$ cat config.mk
export PLATFORM = sky130hd
export DESIGN_NAME = secded_stream_decoder
export DESIGN_NICKNAME = d
export VERILOG_FILES = /design/src/rtl/secded_stream_decoder.sv
export SDC_FILE = /design/constraint.sdc
export NUM_CORES = 1
export LEC_CHECK = 0
export BUFFER_PORTS_ARGS = -buffer_cell sky130_fd_sc_hd__clkbuf_2
export CAP_MARGIN = 20
export CORE_ASPECT_RATIO = 1.25
export CORE_MARGIN = 2
export CORE_UTILIZATION = 25
export CTS_BUF_LIST = sky130_fd_sc_hd__clkbuf_2
export CTS_CLUSTER_SIZE = 12
export DETAILED_ROUTE_END_ITERATION = 7
export HOLD_SLACK_MARGIN = 0.12
export SYNTH_ARGS = -nofsm -noshare
export SYNTH_HDL_FRONTEND = slang
export SYNTH_SLANG_ARGS = --single-unit
$ cat constraint.sdc
create_clock -name clock -period 1.52 [get_ports clock]
set_input_delay 0 -clock clock [delete_from_list [all_inputs] [get_ports clock]]
set_output_delay 0 -clock clock [all_outputs]
set_load 0.005 [all_outputs]
$ cat src/rtl/secded_stream_decoder.sv
// -----------------------------------------------------------------------------
// secded_stream_decoder
//
// Streaming extended-Hamming (SECDED) decoder with a two-stage valid/ready
// pipeline. Stage 1 captures the received word with its syndrome and overall
// parity. Stage 2 holds the corrected word, the extracted data and the error
// flags.
//
// Codeword layout: bit 0 is overall even parity, power-of-two positions are
// Hamming parity, every other position carries data in ascending order.
//
// Optional feature macro: SECDED_ERR_CNT_EN
//   defined   : err_cnt_1 / err_cnt_2 count single / uncorrectable errors on
//               each output handshake, saturate, and clear on clear_counts.
//   undefined : err_cnt_1 / err_cnt_2 are tied to 0, clear_counts is ignored.
//
// Parameters
//   DATA_W  data bits per codeword (4..57)
//   CNT_W   width of each error counter
//
// Ports
//   clock         rising-edge clock
//   reset         synchronous, active-high reset
//   in_valid      in_code holds a codeword
//   in_ready      decoder accepts in_code this cycle
//   in_code       received codeword
//   out_valid     output fields hold a decoded word
//   out_ready     downstream accepts the output this cycle
//   out_code      corrected codeword
//   out_data      data bits of out_code, lowest data position in bit 0
//   out_syndrome  syndrome of the received word
//   out_1bit_err  single-bit error detected and corrected
//   out_2bit_err  uncorrectable error detected
//   clear_counts  synchronous clear of both error counters
//   err_cnt_1     single-bit error count
//   err_cnt_2     uncorrectable error count
// -----------------------------------------------------------------------------
module secded_stream_decoder #(
  parameter int DATA_W = 8,
  parameter int CNT_W  = 16,
  // Smallest P with 2^P >= DATA_W + P + 1, written out for the legal range.
  localparam int P     = (DATA_W <= 4)  ? 3 :
                         (DATA_W <= 11) ? 4 :
                         (DATA_W <= 26) ? 5 : 6,
  localparam int CW_W  = DATA_W + P + 1
) (
  input  logic              clock,
  input  logic              reset,
  input  logic              in_valid,
  output logic              in_ready,
  input  logic [CW_W-1:0]   in_code,
  output logic              out_valid,
  input  logic              out_ready,
  output logic [CW_W-1:0]   out_code,
  output logic [DATA_W-1:0] out_data,
  output logic [P-1:0]      out_syndrome,
  output logic              out_1bit_err,
  output logic              out_2bit_err,
  input  logic              clear_counts,
  output logic [CNT_W-1:0]  err_cnt_1,
  output logic [CNT_W-1:0]  err_cnt_2
);

  // Codeword position carrying data bit d (skips 0 and powers of two).
  function automatic int data_pos(input int d);
    int cnt;
    int pos;
    cnt = 0;
    pos = 0;
    for (int i = 1; i < 64; i++) begin
      if ((i & (i - 1)) != 0) begin
        if (cnt == d) pos = i;
        cnt++;
      end
    end
    return pos;
  endfunction

  // ---------------------------------------------------------------------------
  // Pipeline registers
  // ---------------------------------------------------------------------------
  logic              s1_valid;
  logic [CW_W-1:0]   s1_code;
  logic [P-1:0]      s1_syn;
  logic              s1_pg;

  logic              s2_valid;
  logic [CW_W-1:0]   s2_code;
  logic [DATA_W-1:0] s2_data;
  logic [P-1:0]      s2_syn;
  logic              s2_1b;
  logic              s2_2b;

  logic              s2_adv;

  // Stage 2 can take a new word when it is empty or being drained; stage 1
  // can take one when it is empty or handing its word to stage 2. Neither
  // term looks at in_valid.
  assign s2_adv   = !s2_valid || out_ready;
  assign in_ready = !s1_valid || s2_adv;

  // ---------------------------------------------------------------------------
  // Stage 1: syndrome and overall parity of the incoming word
  // ---------------------------------------------------------------------------
  logic [P-1:0] syn_c;
  logic         pg_c;

  always_comb begin
    syn_c = '0;
    for (int k = 0; k < P; k++) begin
      for (int i = 0; i < CW_W; i++) begin
        if (((i >> k) & 1) == 1) syn_c[k] = syn_c[k] ^ in_code[i];
      end
    end
    pg_c = ^in_code;
  end

  always_ff @(posedge clock) begin
    if (reset) begin
      s1_valid <= 1'b0;
      s1_code  <= '0;
      s1_syn   <= '0;
      s1_pg    <= 1'b0;
    end else if (in_ready) begin
      s1_valid <= in_valid;
      if (in_valid) begin
        s1_code <= in_code;
        s1_syn  <= syn_c;
        s1_pg   <= pg_c;
      end
    end
  end

  // ---------------------------------------------------------------------------
  // Stage 2: classification and correction
  // ---------------------------------------------------------------------------
  logic [CW_W-1:0]   flip_c;
  logic [CW_W-1:0]   fixed_c;
  logic [DATA_W-1:0] data_c;
  logic              one_c;
  logic              two_c;

  always_comb begin
    flip_c = '0;
    one_c  = 1'b0;
    two_c  = 1'b0;
    if (s1_pg) begin
      // Odd parity: a syndrome inside the word names the bad bit (0 means the
      // overall parity bit itself); a syndrome past the end cannot be a
      // single flip and is reported as uncorrectable.
      if (int'(s1_syn) < CW_W) begin
        one_c = 1'b1;
        for (int i = 0; i < CW_W; i++) begin
          if (int'(s1_syn) == i) flip_c[i] = 1'b1;
        end
      end else begin
        two_c = 1'b1;
      end
    end else if (s1_syn != '0) begin
      two_c = 1'b1;
    end
    fixed_c = s1_code ^ flip_c;
  end

  for (genvar d = 0; d < DATA_W; d++) begin : g_data
    assign data_c[d] = fixed_c[data_pos(d)];
  end

  always_ff @(posedge clock) begin
    if (reset) begin
      s2_valid <= 1'b0;
      s2_code  <= '0;
      s2_data  <= '0;
      s2_syn   <= '0;
      s2_1b    <= 1'b0;
      s2_2b    <= 1'b0;
    end else if (s2_adv) begin
      s2_valid <= s1_valid;
      if (s1_valid) begin
        s2_code <= fixed_c;
        s2_data <= data_c;
        s2_syn  <= s1_syn;
        s2_1b   <= one_c;
        s2_2b   <= two_c;
      end
    end
  end

  assign out_valid    = s2_valid;
  assign out_code     = s2_code;
  assign out_data     = s2_data;
  assign out_syndrome = s2_syn;
  assign out_1bit_err = s2_1b;
  assign out_2bit_err = s2_2b;

  // ---------------------------------------------------------------------------
  // Error counters
  // ---------------------------------------------------------------------------
`ifdef SECDED_ERR_CNT_EN
  logic             out_hs;
  logic [CNT_W-1:0] cnt1;
  logic [CNT_W-1:0] cnt2;

  assign out_hs = s2_valid && out_ready;

  always_ff @(posedge clock) begin
    if (reset) begin
      cnt1 <= '0;
      cnt2 <= '0;
    end else if (clear_counts) begin
      cnt1 <= '0;
      cnt2 <= '0;
    end else if (out_hs) begin
      if (s2_1b && (cnt1 != '1)) cnt1 <= cnt1 + CNT_W'(1);
      if (s2_2b && (cnt2 != '1)) cnt2 <= cnt2 + CNT_W'(1);
    end
  end

  assign err_cnt_1 = cnt1;
  assign err_cnt_2 = cnt2;
`else
  logic unused_clear_counts;
  assign unused_clear_counts = clear_counts;
  assign err_cnt_1 = '0;
  assign err_cnt_2 = '0;
`endif

endmodule

==> results of run 1 <==
[placed cells by master, fill, tap and decap left out, types with 2 or more instances in the layout]
cell	instances
a211oi_1	15
a21oi_1	23
and2_1	2
buf_4	6
clkbuf_2	50
clkinv_2	3
conb_1	32
dfxtp_1	39
dlygate4sd3_1	18
inv_1	3
nand2_1	43
nand2b_1	3
nand3_1	2
nand3b_1	5
nor2_1	25
nor3_1	5
xnor2_1	22
xnor3_1	2
xor2_1	6
[how the worst min path moves through the flow]
stage / slack, ns / endpoint / start
4_1_cts: 0.18 / s1_syn[3]$_SDFFE_PP0P_ / in_code[10]
5_1_grt: 0.20 / s1_syn[0]$_SDFFE_PP0P_ / in_code[9]
3_5_place_dp: 0.26 / s1_code[5]$_SDFFE_PP0P_ / in_code[5]
2_1_floorplan: 0.13 / s1_valid$_SDFFE_PP0P_ / in_valid
3_3_place_gp: 0.26 / s1_valid$_SDFFE_PP0P_ / in_valid
6_report: 0.19 / s1_syn[0]$_SDFFE_PP0P_ / in_code[9]
[synth_stat cells]
library cell / count
xnor3_1: 2
nand3_1: 2
a21oi_1: 23
xor2_1: 6
xnor2_1: 23
clkbuf_1: 13
inv_1: 3
buf_4: 40
dfxtp_1: 39
conb_1: 1
and2_1: 2
nand3b_1: 5
xor3_1: 1
a31o_1: 1
nand2_1: 43
nor2_1: 25
a211oi_1: 15
nor3b_1: 1
nor3_1: 5
nand2b_1: 3
o211ai_1: 1
and3_1: 1
[report_power, final]
| part | leakage, nW | internal [mW] | switching (mW) |
|---|---|---|---|
| combinational | 0.711 | 0.275 | 0.254 |
| sequential | 0.321 | 1.10 | 0.0683 |
| clock | 0.0325 | 0.106 | 0.343 |
[metrics by stage]
stage          setup WS, ns  total power, mW  hold slack, ns  cell area [µm²]
3_3_place_gp         0.0587             1.68           0.259             2260
2_1_floorplan         0.218             1.58           0.129             2200
4_1_cts              0.0443             2.18           0.181             2480
6_report             0.0154             2.14           0.191             2490
3_5_place_dp        0.00888             1.68           0.264             2260
5_1_grt             0.00186             2.27           0.203             2490
[cells by family after synthesis]
kind of cell	Yosys count	share of synthesized area, %
simple gates	87	17.9
buf+inv	56	17.3
xor+xnor	32	15.5
compound gates	40	11.7
flops	39	37.5
other cells	1	0.180
[layout make-up]
type | count | area [µm²]
clock inverters | 3 | 15.0
well taps | 97 | 121
repair buffers | 70 | 470
multi-input cells | 191 | 1070
inverters | 3 | 11.3
flip-flops and latches | 39 | 781
clock buffers | 5 | 25.0
fillers | 884 | 5660
[state kept, by name, summed over array words and instances (netlist names)]
name	flops
out_valid	1
out_code	13
s1_syn	4
out_syndrome	4
s1_pg	1
s1_valid	1
out_2bit_err	1
s1_code	13
out_1bit_err	1
[what timing repair did]
| action | in CTS | in global routing |
|---|---|---|
| hold buffers | 18 | 0 |
| setup buffers | 0 | 0 |
| resized for setup | 0 | 1 |
| endpoints found under the setup margin | 0 | 1 |
| endpoints found under the hold margin | 31 | 0 |
[worst reg2reg max path: stages (launching register included)]
cell and delay [ns]:
dfxtp_1 0.41, nand3b_1 0.16, a21oi_1 0.17, dlygate4sd3_1 0.56
[per-layer routing]
layer  vias to the layer above  wire [µm]
li1                        870          -
met1                       746       1900
met2                        54       2190
met3                         4        192
met4                         0         44
met5                         -          0
==> results.sh, run 1 <==
export IMPL_drt_iter0_drc=61
export IMPL_row_count=37
export IMPL_root_buffer="clkbuf_2"
export IMPL_leakage_nw=1.06
export IMPL_clock_sinks=39
export IMPL_grt_use_met1_pct=11.8
export IMPL_drive_above_1_share_pct=19.6
export IMPL_post_dp_hpwl_mm=3.39
export IMPL_finalCritPeriodShare_pct=99.0
export IMPL_final_util_pct=30.6
export IMPL_grt_usage_pct=9.63
export IMPL_synth_top_area_cell="dfxtp_1"
export IMPL_clk_path_buf_depth=2
export IMPL_ant_nets=0
export IMPL_syn_area_per_cell_um2=8.17
export IMPL_gr_total_overflow=0
export IMPL_max_stage_delay_ns=0.54
export IMPL_ioPinCount=79
export IMPL_cts_clk_slew_worst_paths_ns=0.19
export IMPL_wl_per_cell_um=10.6
export IMPL_crit_fanout=3
export IMPL_critPathRequiredTime_ns=1.82
export IMPL_timing_fmax_mhz=665
export IMPL_worstSkewPairLatency_ns=0.38
export IMPL_worstReg2RegEnd="s1_valid$_SDFFE_PP0P_"
export IMPL_grt_busiest_layer="met2"
export IMPL_core_area_um2=8150
export IMPL_grt_max_degree=33
export IMPL_drtPass1Iterations=4
export IMPL_reg2regPathDepth=3
export IMPL_path_cells="dlygate4sd3_1 > clkbuf_2 > xnor2_1 > xor2_1 > xnor3_1 > a31o_1"
export IMPL_cts_tree="yes"
export IMPL_use_met2_pct=16.7
export IMPL_path_depth=6
export IMPL_ir_drop_uv=438
export IMPL_finalSetupTns_ns=0
export IMPL_drc=0
export IMPL_end_kind="flip-flop"
export IMPL_dieArea_um2=9090
export IMPL_synthDominantCellAreaShare_pct=37.5
export IMPL_rsz0062_at_grt="false"
export IMPL_timing_rr_start="s1_valid$_SDFFE_PP0P_"
export IMPL_synthToLayoutAreaGrowth_pct=19.5
export IMPL_die_x_um=85.7
export IMPL_via_per_inst=4.10
export IMPL_cts_made_buffers=5
export IMPL_ys_seq_elements=39
export IMPL_placedCellCount=382
export IMPL_ys_top_cells_by_area="dfxtp_1, buf_4, xnor2_1, nand2_1, a21oi_1"
export IMPL_status="finished, final reports clean"
export IMPL_synth_warnings=0
export IMPL_start_kind="primary input"
export IMPL_antennaDiodeCount=0
export IMPL_pwr_density_cell_nw_per_um2=861
export IMPL_synthesis_area_um2=2080
export IMPL_path_buf_inv=2
export IMPL_hold_path_class="primary input to flip-flop"
export IMPL_min_path_cells=5
export IMPL_wl_mm=4.33
export IMPL_grt_use_met3_pct=2.17
export IMPL_grt_pass1_wl_mm=6.99
export IMPL_synth_cell_types=22
export IMPL_yosysSeqAreaShare_pct=37.5
export IMPL_setup_viol_count_final=0
export IMPL_routed_via_count=1674
export IMPL_crit_path_top_delay_cell="dlygate4sd3_1"
export IMPL_slew_violations=0
export IMPL_startpoint="in_code[7]"
export IMPL_htree_levels=2
export IMPL_r2r_setup_slack_ns=0.19
export IMPL_crit_family="XOR/XNOR gates"
export IMPL_hold_viol=0
export IMPL_post_route_min_period_ns=1.50
export IMPL_finalClockSkew_ns=0.00995
export IMPL_layout_nets=328
export IMPL_place_congestion=0.772
export IMPL_antenna_found_initial=0
export IMPL_max_cap_violations=0
export IMPL_crit_path_end="s1_pg$_SDFFE_PP0P_"
export IMPL_grt_pass1_vias=1472
export IMPL_start_util_pct=25.6
export IMPL_critical_path_class="primary input to flip-flop"
export IMPL_io_buffers=45
export IMPL_fin_cells=408
export IMPL_postSynthCellCount=255
export IMPL_crit_arrival_ns=1.80
export IMPL_fp_dieH_um=106
No activity file was read; power rests on OpenSTA's default activity.
==> inputs of run 2 (changes only) <==
ABC_AREA = 1   (was default)
==> results.sh, run 2 <==
export IMPL_status="finished, final reports clean"
export IMPL_hold_path_class="primary input to flip-flop"
export IMPL_end_kind="flip-flop"
export IMPL_drive_above_1_share_pct=19.1
export IMPL_grt_usage_pct=10.4
export IMPL_timing_fmax_mhz=705
export IMPL_grt_pass1_wl_mm=8.65
export IMPL_synth_cell_types=26
export IMPL_post_dp_hpwl_mm=3.95
export IMPL_fp_dieH_um=112
export IMPL_rsz0062_at_grt="false"
export IMPL_htree_levels=2
export IMPL_critical_path_class="flip-flop to flip-flop"
export IMPL_p_switching_mw=0.697
export IMPL_grt_pass1_vias=1925
export IMPL_synthDominantCellAreaShare_pct=33.7
export IMPL_worstSkewPairLatency_ns=0.40
export IMPL_synth_warnings=0
export IMPL_leakage_nw=1.42
export IMPL_root_buffer="clkbuf_2"
export IMPL_slew_violations=0
export IMPL_cts_tree="yes"
export IMPL_place_congestion=0.847
export IMPL_start_kind="flip-flop"
export IMPL_synth_edf_count=0
export IMPL_start_util_pct=25.5
export IMPL_core_area_um2=9080
export IMPL_wl_per_cell_um=9.66
export IMPL_drtPass1Iterations=4
export IMPL_crit_arrival_ns=1.74
export IMPL_antennaDiodeCount=0
export IMPL_final_util_pct=29.9
export IMPL_final_common_cell="nand2_1"
export IMPL_synthesis_area_um2=2320
export IMPL_p_int_mw=1.43
export IMPL_synth_top_area_cell="dfxtp_1"
export IMPL_cts_clk_slew_worst_paths_ns=0.20
export IMPL_grt_max_degree=32
export IMPL_clock_sinks=39
export IMPL_drc=0
export IMPL_yosysSeqAreaShare_pct=33.7
export IMPL_layout_nets=404
export IMPL_io_buffers=45
export IMPL_via_per_inst=3.97
export IMPL_synthToLayoutAreaGrowth_pct=17.3
export IMPL_antenna_found_initial=0
export IMPL_postSynthCellCount=332
export IMPL_finalSetupTns_ns=0
export IMPL_pwr_density_cell_nw_per_um2=782
export IMPL_setup_viol_count_final=0
export IMPL_dieArea_um2=10100
export IMPL_ys_top_cells_by_area="dfxtp_1, buf_4, nand2_1, o21ai_0, inv_1"
export IMPL_synthTopCellsByCount="nand2_1, buf_4, inv_1, dfxtp_1, o21ai_0"
export IMPL_ys_seq_elements=39
export IMPL_clock_power_share_pct=21.8
export IMPL_drt_iter0_drc=77
export IMPL_pwr_share_seq_pct=54.7
export IMPL_p_comb_share_pct=23.5
export IMPL_post_route_min_period_ns=1.42
export IMPL_gr_total_overflow=0
export IMPL_crit_fanout=18
export IMPL_hold_viol=0
export IMPL_wl_mm=4.93
export IMPL_die_x_um=90.1
export IMPL_ir_drop_uv=242
export IMPL_finalCritPeriodShare_pct=93.3
export IMPL_synth_most_common_cell="nand2_1"
export IMPL_num_fill_cells=1005
export IMPL_synth_flop_cell="dfxtp_1"
export IMPL_synthArstFlopShare_pct=0
export IMPL_cts_setup_buffers=0
export IMPL_ioPinCount=79
export IMPL_syn_area_per_cell_um2=6.98
export IMPL_row_count=39
export IMPL_swShare_pct=32.8
export IMPL_clk_path_buf_depth=2
export IMPL_routed_via_count=2026
export IMPL_final_cell_mix="nand2_1, clkbuf_2, inv_1"
export IMPL_critPathRequiredTime_ns=1.84
export IMPL_max_cap_violations=0
export IMPL_cts_made_buffers=5
export IMPL_ant_nets=0
export IMPL_finalClockSkew_ns=0.0173
==> run 2: cell count changes in the layout (fill, tap and decap cells not counted), moves of 9 or more <==
cell,delta
a211oi_1,-15
inv_1,+39
nand2_1,+29
nor2_1,-9
o21ai_0,+33
o221ai_1,+9
xnor2_1,-18
==> run 2: power by group through the flow <==
stage | Combinational (mW) | Clock, mW | Sequential (mW)
2_1_floorplan | 0.396 | 0 | 1.17
3_3_place_gp | 0.452 | 0 | 1.18
3_5_place_dp | 0.462 | 0 | 1.18
4_1_cts | 0.500 | 0.490 | 1.16
5_1_grt | 0.576 | 0.540 | 1.18
6_report | 0.498 | 0.464 | 1.16
==> run 2: cell families after synthesis <==
kind of cell | count (synthesis) | share of synthesized area (%)
AOI/OAI and AO/OA | 69 | 16.9
xor gates and xnor gates | 11 | 4.48
buffers and inverters | 97 | 23.3
DFF | 39 | 33.7
other | 1 | 0.162
and+or+nand+nor | 115 | 21.5
==> run 2: metal layers <==
layer  share of wire (%)  wire length [µm]  vias up  track usage (%)
met4                 2.4               119        0             4.72
met2                  49              2420       60             18.7
met5                   0                 0        -                0
met1                  43              2130      868             11.6
li1                    -                 -     1090                -
met3                 5.3               262        8             2.37
==> run 2: area by class of cell <==
cell class / instances / area [µm²] / share of cell area (%)
repair buffers: 66 / 440 / 16.2
multi-input cells: 227 / 1120 / 41.3
flip-flops and latches: 39 / 782 / 28.8
well taps: 123 / 154 / 5.67
clock inverters: 2 / 12.5 / 0.461
clock buffers: 6 / 30.0 / 1.11
inverters: 47 / 176 / 6.49
==> run 2: per-stage QoR <==
stage	hold WS [ns]	instance area (µm²)	power, mW	setup slack, ns	std cells
floorplan	0.124	2430	1.57	0.400	363
global placement	0.269	2480	1.63	0.271	484
detailed placement	0.270	2480	1.65	0.248	484
CTS	0.365	2710	2.15	0.0744	510
global route	0.342	2720	2.29	0.0217	510
finish	0.373	2720	2.12	0.103	510
==> run 2: final timing paths <==
path,startpoint,endpoint,slack [ns],depth (start not counted)
worst max-delay path,s1_valid$_SDFFE_PP0P_,s1_valid$_SDFFE_PP0P_,0.10,4
worst min-delay path,in_code[10],s1_code[10]$_SDFFE_PP0P_,0.37,4
worst max register to register,s1_valid$_SDFFE_PP0P_,s1_valid$_SDFFE_PP0P_,0.10,4
worst min register to register,s1_code[4]$_SDFFE_PP0P_,s1_code[4]$_SDFFE_PP0P_,0.48,2
==> run 2: what timing repair did <==
| action | CTS | global route |
|---|---|---|
| endpoints found under the hold margin | 24 | 0 |
| hold buffers | 18 | 0 |
| setup endpoints to repair | 0 | 1 |
| resized for setup | 0 | 2 |
==> run 2: worst max-delay path, cell delays in order, from the launching register on <==
cell and delay (ns):
dfxtp_1 0.40, nand3_2 0.15, nand2_8 0.15, a21oi_1 0.08
dlygate4sd3_1 0.56
